===== src/rtl/tx_serial_uart.sv =====
// tx_serial_uart
//   Asynchronous serial transmitter. Each accepted byte goes out as one
//   frame: a start bit (0), eight data bits LSB first, an optional parity
//   bit, and one stop bit (1). Every bit is held for CLKS_POR_BIT clock
//   cycles. The end of the frame is flagged by a one-cycle pulse on pronto.
//
// Parameters
//   CLKS_POR_BIT  clock cycles per serial bit (>= 2)
//   PARIDADE      0 = no parity (10-bit frame), 1 = even, 2 = odd (11-bit frame)
//
// Ports
//   clock         system clock, rising edge
//   reset         synchronous, active-high; aborts any frame in progress
//   partida       start request, only honoured while idle (INICIAL)
//   dados_ascii   byte to send, captured on the edge that accepts partida
//   saida_serial  serial line, idles at 1
//   pronto        one-cycle pulse in the FINAL state
//   ocupado       high whenever the FSM is outside INICIAL
//   db_estado     current FSM state code (debug)
module tx_serial_uart #(
  parameter int CLKS_POR_BIT = 434,
  parameter int PARIDADE     = 0
) (
  input  logic       clock,
  input  logic       reset,
  input  logic       partida,
  input  logic [7:0] dados_ascii,
  output logic       saida_serial,
  output logic       pronto,
  output logic       ocupado,
  output logic [1:0] db_estado
);

  localparam int N_BITS = (PARIDADE == 0) ? 10 : 11;
  localparam int TICK_W = $clog2(CLKS_POR_BIT);
  localparam logic [TICK_W-1:0] TICK_MAX = TICK_W'(CLKS_POR_BIT - 1);
  localparam logic [3:0]        BIT_MAX  = 4'(N_BITS - 1);

  typedef enum logic [1:0] {
    INICIAL     = 2'd0,
    PREPARACAO  = 2'd1,
    TRANSMISSAO = 2'd2,
    FINAL       = 2'd3
  } estado_t;

  estado_t             estado;
  estado_t             proximo;
  logic [TICK_W-1:0]   tick_cnt;
  logic [3:0]          bit_cnt;
  logic [7:0]          dados_lat;
  logic [N_BITS-1:0]   quadro;
  logic                fim_bit;

  // Parity is taken from the latched byte only, so later changes on
  // dados_ascii cannot leak into a frame already accepted.
  function automatic logic bit_paridade(input logic [7:0] d);
    return (PARIDADE == 2) ? ~(^d) : (^d);
  endfunction

  // Frame image, transmitted from bit 0 upwards: start, data LSB first,
  // optional parity, stop. Built 11 bits wide and trimmed to N_BITS.
  function automatic logic [N_BITS-1:0] monta_quadro(input logic [7:0] d);
    logic [10:0] completo;
    if (PARIDADE == 0) completo = {1'b1, 1'b1, d, 1'b0};
    else               completo = {1'b1, bit_paridade(d), d, 1'b0};
    return N_BITS'(completo);
  endfunction

  always_comb begin
    fim_bit = (tick_cnt == TICK_MAX);
  end

  // State register
  always_ff @(posedge clock) begin
    if (reset) estado <= INICIAL;
    else       estado <= proximo;
  end

  // Next-state logic
  always_comb begin
    proximo = estado;
    case (estado)
      INICIAL:     if (partida) proximo = PREPARACAO;
      PREPARACAO:  proximo = TRANSMISSAO;
      TRANSMISSAO: if (fim_bit && (bit_cnt == BIT_MAX)) proximo = FINAL;
      FINAL:       proximo = INICIAL;
      default:     proximo = INICIAL;
    endcase
  end

  // Bit timing counters
  always_ff @(posedge clock) begin
    if (reset) begin
      tick_cnt <= '0;
      bit_cnt  <= '0;
    end else begin
      case (estado)
        PREPARACAO: begin
          tick_cnt <= '0;
          bit_cnt  <= '0;
        end
        TRANSMISSAO: begin
          if (fim_bit) begin
            tick_cnt <= '0;
            bit_cnt  <= bit_cnt + 4'd1;
          end else begin
            tick_cnt <= tick_cnt + TICK_W'(1);
          end
        end
        default: begin
          tick_cnt <= tick_cnt;
          bit_cnt  <= bit_cnt;
        end
      endcase
    end
  end

  // Data path: byte latch and frame shift register. No reset needed here,
  // the line is forced to 1 outside TRANSMISSAO.
  always_ff @(posedge clock) begin
    if ((estado == INICIAL) && partida) dados_lat <= dados_ascii;
    if (estado == PREPARACAO) begin
      quadro <= monta_quadro(dados_lat);
    end else if ((estado == TRANSMISSAO) && fim_bit) begin
      quadro <= {1'b1, quadro[N_BITS-1:1]};
    end
  end

  // Outputs decoded from registered state only
  always_comb begin
    saida_serial = 1'b1;
    pronto       = 1'b0;
    ocupado      = (estado != INICIAL);
    db_estado    = estado;
    case (estado)
      TRANSMISSAO: saida_serial = quadro[0];
      FINAL:       pronto       = 1'b1;
      default:     saida_serial = 1'b1;
    endcase
  end

endmodule


===== config.mk =====
export PLATFORM = sky130hd
export DESIGN_NAME = tx_serial_uart
export DESIGN_NICKNAME = d
export VERILOG_FILES = /design/src/rtl/tx_serial_uart.sv
export SDC_FILE = /design/constraint.sdc
export NUM_CORES = 1
export LEC_CHECK = 0
export ABC_CLOCK_PERIOD_IN_PS = 1700
export BUFFER_PORTS_ARGS = -buffer_cell sky130_fd_sc_hd__buf_2
export CAP_MARGIN = 40
export CORE_UTILIZATION = 56
export DETAILED_ROUTE_END_ITERATION = 8
export PLACE_DENSITY = 0.77
export SYNTH_ARGS = -nofsm -noshare
export SYNTH_HDL_FRONTEND = slang
export SYNTH_SLANG_ARGS = --single-unit

===== constraint.sdc =====
create_clock -name clock -period 1.7 [get_ports clock]
set_clock_uncertainty 0.05 [all_clocks]
set_input_delay 0.34 -clock clock [delete_from_list [all_inputs] [get_ports clock]]
set_output_delay 0.34 -clock clock [all_outputs]
set_load 0.02 [all_outputs]

==> results.sh, run 1 <==
export IMPL_grt_overflow=0
export IMPL_syn_avg_cell_area_um2=11.5
export IMPL_ys_ff_latch=32
export IMPL_start_kind="flop"
export IMPL_synth_ff_type="edfxtp_1"
export IMPL_cts_sinks=32
export IMPL_diodes=0
export IMPL_pwr_share_comb_pct=41.3
export IMPL_seqPwrFrac_pct=42.1
export IMPL_synth_async_reset_ratio_pct=0
export IMPL_crit_type="reg -> out"
export IMPL_leakagePower_nw=0.712
export IMPL_power_frac_clock_pct=16.6
export IMPL_fmax_mhz=609
export IMPL_initialDrtViolationCount=20
export IMPL_rows=18
export IMPL_worst_setup_path_end_kind="output pin"
export IMPL_track_usage_pct=22.8
export IMPL_syn_inst=128
export IMPL_outcome="completed"
export IMPL_dr_pass1_iters=4
export IMPL_hold_class="in -> reg"
export IMPL_hold_violations=0
export IMPL_wl_um=2830
export IMPL_grt_pass1_vias=979
export IMPL_worstPathArrival_ps=1250
export IMPL_core_mm2=0.00248
export IMPL_maxSlewHeadroom_pct=73.3
export IMPL_p_per_area_mw_per_mm2=1390
export IMPL_synthDistinctLibCells=37
export IMPL_antenna_left=0
export IMPL_portBuffers=15
export IMPL_vdd_drop_max_mv=1.01
export IMPL_tightest_slew_ps=400
export IMPL_ys_seq_area_share_pct=54.2
export IMPL_drcViolationCount=0
export IMPL_fp_dieW_um=53.3
export IMPL_cts_root_buf="clkbuf_4"
export IMPL_fin_total_pwr_w=0.00254
export IMPL_synth_common_cells="dfxtp_1 (16), edfxtp_1 (16), nor2_1 (11)"
export IMPL_nets=182
export IMPL_clockBufferDepth=2
export IMPL_synthTopCellsByArea="edfxtp_1 (33%), dfxtp_1 (22%), ha_1 (7.6%)"
export IMPL_clkLatencyLatePin_ps=340
export IMPL_cts_tree="built"
export IMPL_grt_pass1_wl_um=4440
export IMPL_drive_above_1_share_pct=36.8
export IMPL_wl_per_cell_um=14.7
export IMPL_cp_max_fo=7
export IMPL_path_clk_slew_ps=100
export IMPL_r2r_setup_slack_ps=70
export IMPL_viasPerCell=5.58
export IMPL_fin_crit_sh_pct=96.7
export IMPL_grt_max_degree=12
export IMPL_yosys_warnings=0
export IMPL_internal_power_w=0.00165
export IMPL_cts_made_buffers=5
export IMPL_route_vias_total=1076
export IMPL_drv_cap=0
export IMPL_initial_utilization_pct=59.6
export IMPL_synth_top_cell_area_share_pct=32.5
export IMPL_switchingPower_w=0.000887
export IMPL_fp_dieH_um=53.3
export IMPL_gp_congestion=0.831
export IMPL_timing_hold_ws_ps=116
export IMPL_post_route_min_period_ps=1640
export IMPL_hpwl_um=2000
export IMPL_finalSetupViolCount=0
export IMPL_synth_largest_area_cell="edfxtp_1"
export IMPL_fin_util_pct=73.8
export IMPL_synth_edff_count=16
export IMPL_slew_viol_final=0
export IMPL_critical_path_required_ps=1310
export IMPL_htree_levels=2
export IMPL_die_area_mm2=0.00285
export IMPL_synth_area_mm2=0.00148
export IMPL_antenna_found_initial=0
export IMPL_area_growth_synth_to_final_pct=23.8
export IMPL_syn_nets=148
export IMPL_swShare_pct=35.0
export IMPL_nFillCells=177
export IMPL_ios=16
[worst max-delay path, stage by stage (launching register included)]
cell and delay (ps):
dfxtp_2 340, buf_6 120, ha_4 170, buf_8 130, nand2b_4 60, buf_6 110
[placed cells by master (no fill, tap or decap), types with 2 or more instances in the layout]
cell type / netlist / layout
a21o_1: 3 / 2
nand2b_1: 4 / 3
nand3_1: 4 / 3
a31oi_1: 2 / 2
nand2_1: 3 / 3
nand4_1: 3 / 3
edfxtp_1: 16 / 16
o21ai_0: 2 / 2
nor2_4: 0 / 2
dfxtp_1: 16 / 13
xor2_1: 4 / 4
buf_6: 0 / 2
inv_1: 7 / 6
a21oi_1: 5 / 5
clkbuf_4: 0 / 5
a22o_1: 7 / 7
and2_1: 2 / 2
dfxtp_2: 0 / 3
buf_4: 0 / 13
clkinv_2: 0 / 2
ha_1: 9 / 6
ha_2: 0 / 2
buf_2: 1 / 14
nor3_1: 2 / 2
or3b_2: 2 / 2
xnor2_1: 3 / 3
nor2_1: 11 / 11
and3_1: 2 / 2
[state kept, by name, indices dropped and copies added, names as in the netlist]
signal,flops
bit_cnt,4
tick_cnt,9
dados_lat,8
quadro,9
db_estado,2
[kinds of logic (layout without fill, tap and decap cells)]
| logic type | count (synthesis) | in the layout | share of synthesized area, % |
|---|---|---|---|
| AO/OA/AOI/OAI | 24 | 24 | 11.9 |
| XOR/XNOR | 7 | 7 | 4.15 |
| adder cells (fa/ha/maj) | 9 | 9 | 7.63 |
| buffers and inverters | 10 | 45 | 2.63 |
| flip-flops | 32 | 32 | 54.2 |
| AND/OR/NAND/NOR | 46 | 46 | 19.5 |
[timing repair]
item                       CTS  global route
setup buffers                0             4
resized for setup            7            15
pin swaps                    0             3
setup endpoints to repair    8            29
hold buffers                 0             0
[power by group through the flow]
stage	Combinational (W)	Clock, W	Sequential (W)
finish	0.00105	0.000421	0.00107
global route	0.00114	0.000468	0.00108
CTS	0.000885	0.000430	0.00106
detailed placement	0.000841	0	0.00108
global placement	0.000818	0	0.00107
floorplan	0.000531	0	0.00110
[area by class of cell]
type	count	area, um^2	share of cell area [%]
multi-input cells	86	698	38.2
flip-flops and latches	32	805	44.0
repair buffers	30	205	11.2
clock buffers	5	37.5	2.05
clock inverters	3	18.8	1.03
inverters	7	26.3	1.44
well taps	30	37.5	2.05
[per-layer routing]
layer  wire (um)  vias up  track usage [%]
li1            -      538                -
met1        1310      517             28.4
met2        1390       15             35.6
met4          46        0             11.8
met5           0        -                0
met3          94        6             6.03
[metrics by stage]
stage / std cells / cell area, um^2 / setup slack (ps) / setup TNS [ps]
finish: 193 / 1830 / 56.8 / 0
detailed placement: 181 / 1660 / 4.92 / 0
global placement: 181 / 1660 / 53.8 / 0
floorplan: 128 / 1480 / 19.2 / 0
CTS: 189 / 1750 / -1.31 / -1.31
global route: 193 / 1830 / -16.8 / -16.8
[worst paths after layout]
check                                  to  cells past startpoint                      start
setup / recovery             saida_serial                      5  db_estado[1]$_SDFFE_PP0P_
hold reg to reg    quadro[0]$_SDFFE_PP0P_                      2     quadro[0]$_SDFFE_PP0P_
hold / removal     dados_lat[6]$_DFFE_PP_                      1             dados_ascii[6]
setup reg to reg  bit_cnt[1]$_SDFFE_PP0P_                      4   tick_cnt[2]$_SDFFE_PP0P_
Note: power is estimated with default switching activity, not from simulation.
==> run 2, diff against run 1 <==
--- a/config.mk
+++ b/config.mk
@@ -10,7 +10,7 @@
 export CAP_MARGIN = 40
 export CORE_UTILIZATION = 56
 export DETAILED_ROUTE_END_ITERATION = 8
-export PLACE_DENSITY = 0.77
+export PLACE_DENSITY_LB_ADDON = 0.2
 export SYNTH_ARGS = -nofsm -noshare
 export SYNTH_HDL_FRONTEND = slang
 export SYNTH_SLANG_ARGS = --single-unit
==> run 2 against run 1 <==
  * Non-clock buffer count is 1 lower
  * Die area stayed put
  * Final area is 2.2% lower
  * Routed wire length is 1.6% higher
  * Sequential share of layout area is 0.92 points higher
  * Combinational power is 12% lower
  * Sequential cell count stayed put
  * Via count is 3.3% higher
  * Global-route usage is 0.52 points higher
  * Critical path type unchanged
  * Largest power group unchanged
  * Register-to-register slack worse by 30 ps
  * Highest routed layer unchanged
  * Core utilization is 1.6 points lower
==> results.sh, run 2 (synthesis results as in run 1) <==
export IMPL_clockBufferDepth=2
export IMPL_slew_viol_final=0
export IMPL_fp_dieH_um=53.3
export IMPL_cts_sinks=32
export IMPL_wl_per_cell_um=15.0
export IMPL_rsz0062_at_grt="yes"
export IMPL_start_kind="flop"
export IMPL_place_inst=182
export IMPL_rows=18
export IMPL_top_regs="quadro x9, tick_cnt x9, dados_lat x8"
export IMPL_clkLatencyLatePin_ps=330
export IMPL_track_usage_pct=23.3
export IMPL_maxSlewHeadroom_pct=70.7
export IMPL_reg2reg_depth=6
export IMPL_ios=16
export IMPL_p_per_area_mw_per_mm2=1340
export IMPL_grt_overflow=0
export IMPL_antenna_found_initial=0
export IMPL_layout_commonest_cell="edfxtp_1"
export IMPL_gp_congestion=0.794
export IMPL_cp_max_fo=7
export IMPL_min_path_cells=1
export IMPL_wl_um=2880
export IMPL_dr_pass1_iters=4
export IMPL_die_area_mm2=0.00285
export IMPL_fmax_mhz=599
export IMPL_drcViolationCount=0
export IMPL_outcome="completed"
export IMPL_final_cells=192
export IMPL_grt_max_degree=12
export IMPL_hold_violations=0
export IMPL_ctsHoldBuffers=0
export IMPL_fp_dieW_um=53.3
export IMPL_tightest_slew_ps=439
export IMPL_drive_above_1_share_pct=35.2
export IMPL_finalSetupViolCount=0
export IMPL_tns_ps=0
export IMPL_worst_setup_path_end_kind="output pin"
export IMPL_crit_type="reg -> out"
export IMPL_route_vias_total=1112
export IMPL_cts_tree="built"
export IMPL_grt_pass1_wl_um=4510
export IMPL_initial_utilization_pct=59.6
export IMPL_hpwl_um=1940
export IMPL_diodes=0
export IMPL_antenna_left=0
export IMPL_critical_path_required_ps=1310
export IMPL_fin_util_pct=72.2
export IMPL_fin_crit_sh_pct=98.2
export IMPL_nets=181
export IMPL_core_mm2=0.00248
export IMPL_path_clk_slew_ps=100
export IMPL_layout_common_cells="edfxtp_1 (16), dfxtp_1 (14), buf_2 (14), buf_4 (14), nor2_1 (11)"
export IMPL_initialDrtViolationCount=33
export IMPL_grt_pass1_vias=1006
export IMPL_drv_cap=0
export IMPL_htree_levels=2
export IMPL_cts_made_buffers=5
export IMPL_viasPerCell=5.79
export IMPL_portBuffers=15
export IMPL_hold_class="in -> reg"
export IMPL_post_route_min_period_ps=1670
export IMPL_cts_root_buf="clkbuf_4"
export IMPL_vdd_drop_max_mv=0.958
export IMPL_leakagePower_nw=0.687
export IMPL_worstPathArrival_ps=1280
export IMPL_area_growth_synth_to_final_pct=21.1
==> run 2: changes by cell type in the layout (fill, tap and decap cells not counted), sizes merged <==
cell	before	now
clkinv	3	1
buf	30	29
clkbuf	5	6
clkinvlp	0	1
==> run 2: layer usage <==
| layer | global-route usage [%] | vias to the layer above | share of wire (%) |
|---|---|---|---|
| met4 | 8.77 | 0 | 1.4 |
| met2 | 35.8 | 28 | 50 |
| li1 | - | 540 | - |
| met5 | 0 | - | 0 |
| met1 | 30.0 | 541 | 45 |
| met3 | 7.76 | 3 | 3.9 |
==> run 2: layout make-up <==
| cell class | instances | area, um^2 |
|---|---|---|
| multi-input cells | 86 | 682 |
| fillers | 175 | 689 |
| well taps | 30 | 37.5 |
| flip-flops and latches | 32 | 803 |
| repair buffers | 29 | 186 |
| clock inverters | 2 | 11.3 |
| clock buffers | 6 | 41.3 |
| inverters | 7 | 26.3 |
==> run 2: what timing repair did <==
action,in CTS,in global routing
hold endpoints to repair,0,0
setup buffers,2,0
cloned,0,0
endpoints found under the setup margin,1,28
pin swaps,0,6
gates resized for setup,4,14
==> run 2: final timing paths <==
kind | from | end | slack [ps]
worst min register to register | quadro[0]$_SDFFE_PP0P_ | quadro[0]$_SDFFE_PP0P_ | 450
worst max-delay path | db_estado[0]$_SDFFE_PP0P_ | saida_serial | 30
worst max register to register | db_estado[1]$_SDFFE_PP0P_ | tick_cnt[7]$_SDFFE_PP0P_ | 40
worst min-delay path | dados_ascii[2] | dados_lat[2]$_DFFE_PP_ | 130
==> run 2: power breakdown <==
group	internal (W)	switching (W)
sequential	0.00101	0.0000595
combinational	0.000390	0.000531
clock	0.000157	0.000255
==> run 2: stage by stage <==
step | total power [W] | setup WS, ps | area (um^2) | hold slack, ps
floorplan | 0.00163 | 19.2 | 1480 | 381
global placement | 0.00188 | 97.2 | 1670 | 397
detailed placement | 0.00190 | 33.9 | 1670 | 420
CTS | 0.00236 | 6.61 | 1740 | 112
global route | 0.00254 | -37.1 | 1790 | 104
finish | 0.00240 | 31.4 | 1790 | 126
==> run 2: critical path, stage by stage (launching register included) <==
cell and delay (ps):
dfxtp_2 340, inv_2 80, ha_2 200, buf_6 130, nand2b_1 60, buf_4 150
==> run 3, diff against run 2 <==
--- a/config.mk
+++ b/config.mk
@@ -5,10 +5,10 @@
 export SDC_FILE = /design/constraint.sdc
 export NUM_CORES = 1
 export LEC_CHECK = 0
-export ABC_CLOCK_PERIOD_IN_PS = 1700
+export ABC_CLOCK_PERIOD_IN_PS = 1500
 export BUFFER_PORTS_ARGS = -buffer_cell sky130_fd_sc_hd__buf_2
 export CAP_MARGIN = 40
-export CORE_UTILIZATION = 56
+export CORE_UTILIZATION = 51
 export DETAILED_ROUTE_END_ITERATION = 8
 export PLACE_DENSITY_LB_ADDON = 0.2
 export SYNTH_ARGS = -nofsm -noshare
==> constraint.sdc (replaced) <==
create_clock -name clock -period 1.5 [get_ports clock]
set_clock_uncertainty 0.05 [all_clocks]
set_input_delay 0.3 -clock clock [delete_from_list [all_inputs] [get_ports clock]]
set_output_delay 0.3 -clock clock [all_outputs]
set_load 0.02 [all_outputs]
==> run 3 against run 2 <==
  * The run now ends with negative setup slack left
  * Clock-buffer cell count unchanged
  * Worst hold slack got worse by 50 ps
  * Final area increased by 18%
  * First-iteration DRC count increased by 150%
  * Setup slack lost 180 ps
  * Die area up 9.4%
  * Combinational power is 65% higher
  * Via count is 5.6% higher
  * Critical path type is now reg -> reg
  * Largest cell class unchanged
  * Highest routed layer unchanged
==> results.sh, run 3 (synthesis results as in run 1) <==
export IMPL_clockBufferDepth=2
export IMPL_gp_congestion=0.786
export IMPL_fin_total_pwr_w=0.00341
export IMPL_diodes=0
export IMPL_crit_chain="or4b_4 > buf_6 > nor4_4 > o21ai_1 > o41ai_1"
export IMPL_start_kind="flop"
export IMPL_vdd_drop_max_mv=1.24
export IMPL_leakagePower_nw=0.835
export IMPL_fp_dieH_um=55.8
export IMPL_antenna_left=0
export IMPL_drcViolationCount=0
export IMPL_timing_hold_ws_ps=75.8
export IMPL_hold_class="in -> reg"
export IMPL_p_per_area_mw_per_mm2=1610
export IMPL_area_growth_synth_to_final_pct=43.4
export IMPL_layout_common_cells="buf_4 (29), edfxtp_1 (16), buf_2 (13)"
export IMPL_cts_sinks=32
export IMPL_wl_per_cell_um=16.1
export IMPL_critPathTopFamily="simple AND/OR/NAND/NOR gates"
export IMPL_cts_made_buffers=5
export IMPL_dr_pass1_iters=6
export IMPL_track_usage_pct=23.0
export IMPL_antenna_found_initial=0
export IMPL_wl_um=3440
export IMPL_ctsHoldBuffers=0
export IMPL_critPathBufInv=1
export IMPL_critical_path_required_ps=1670
export IMPL_fin_crit_sh_pct=110
export IMPL_slew_viol_final=0
export IMPL_hold_violations=0
export IMPL_die_area_mm2=0.00311
export IMPL_core_mm2=0.00276
export IMPL_finalWorstSetupSlack_ps=-151
export IMPL_fin_util_pct=76.8
export IMPL_worstPathArrival_ps=1830
export IMPL_drive_above_1_share_pct=52.5
export IMPL_hpwl_um=2130
export IMPL_nets=202
export IMPL_crit_type="reg -> reg"
export IMPL_initialDrtViolationCount=82
export IMPL_violations="negative setup slack"
export IMPL_grt_max_degree=12
export IMPL_grt_overflow=0
export IMPL_fmax_mhz=606
export IMPL_cp_max_fo=3
export IMPL_initial_utilization_pct=53.5
export IMPL_htree_levels=2
export IMPL_ios=16
export IMPL_clkLatencyLatePin_ps=340
export IMPL_portBuffers=15
export IMPL_maxSlewHeadroom_pct=78.8
export IMPL_layout_commonest_cell="buf_4"
export IMPL_cts_root_buf="clkbuf_4"
export IMPL_grt_pass1_wl_um=5410
export IMPL_crit_path_max_incr_delay_ps=590
export IMPL_slowest_stage="or4b_4"
export IMPL_worst_setup_path_end_kind="flop"
export IMPL_finalSetupViolCount=17
export IMPL_route_vias_total=1174
export IMPL_top_regs="quadro x9, tick_cnt x9, dados_lat x8"
export IMPL_rsz0062_at_grt="yes"
export IMPL_grt_pass1_vias=1179
export IMPL_fp_dieW_um=55.8
export IMPL_drv_cap=0
export IMPL_viasPerCell=5.49
export IMPL_path_clk_slew_ps=100
export IMPL_tightest_slew_ps=316
export IMPL_rows=19
export IMPL_cts_tree="built"
export IMPL_post_route_min_period_ps=1650
export IMPL_outcome="finished with violations"
export IMPL_r2r_setup_slack_ps=-150
export IMPL_tns_ps=-1060
## run 3: cell count changes in the layout (fill, tap and decap cells not counted), sizes merged
cell      change
buf          +21
bufinv        +1
clkinvlp      -1
## run 3: path summary, 6_finish.rpt
check	start	end	cells past startpoint
hold / removal	dados_ascii[2]	dados_lat[2]$_DFFE_PP_	1
hold reg to reg	quadro[0]$_SDFFE_PP0P_	quadro[0]$_SDFFE_PP0P_	2
setup / recovery	tick_cnt[6]$_SDFFE_PP0P_	db_estado[1]$_SDFFE_PP0P_	5
setup reg to reg	tick_cnt[6]$_SDFFE_PP0P_	db_estado[1]$_SDFFE_PP0P_	5
## run 3: final cells by class
class / instances / area [um^2]
timing repair buffer: 50 / 382
inverter: 7 / 28.8
multi-input combinational: 86 / 781
fill: 184 / 641
tap: 31 / 38.8
sequential: 32 / 811
clock inverter: 2 / 35.0
clock buffer: 6 / 41.3
## run 3: per-stage QoR
step	instances	setup slack [ps]	instance area [um^2]
final	214	-151	2120
after global routing	214	-202	2120
after detailed placement	198	-154	1810
after global placement	198	-94.8	1810
after CTS	209	-123	2030
after floorplan	128	-41.3	1490
## run 3: worst register-to-register path: stages, from the launching register on
cell	delay, ps
dfxtp_2	340
or4b_4	590
buf_6	150
nor4_4	230
o21ai_1	110
o41ai_1	70
## run 3: what timing repair did
action | CTS | global route
buffers inserted | 3 | 6
gates resized for setup | 32 | 15
endpoints found under the setup margin | 35 | 30
pin swaps | 16 | 6
## run 3: where the power goes
| part | internal, W | leakage [nW] | switching [W] |
|---|---|---|---|
| registers | 0.00115 | 0.286 | 0.0000842 |
| logic | 0.000778 | 0.507 | 0.000747 |
| clock network | 0.000349 | 0.0422 | 0.000298 |
## run 3: routing by layer
metal	vias up	part of all wire (%)	GRT usage [%]
met1	572	42	28.1
met4	0	1.8	12.5
li1	572	-	-
met5	-	0	0
met3	7	2.5	5.58
met2	23	53	37.5
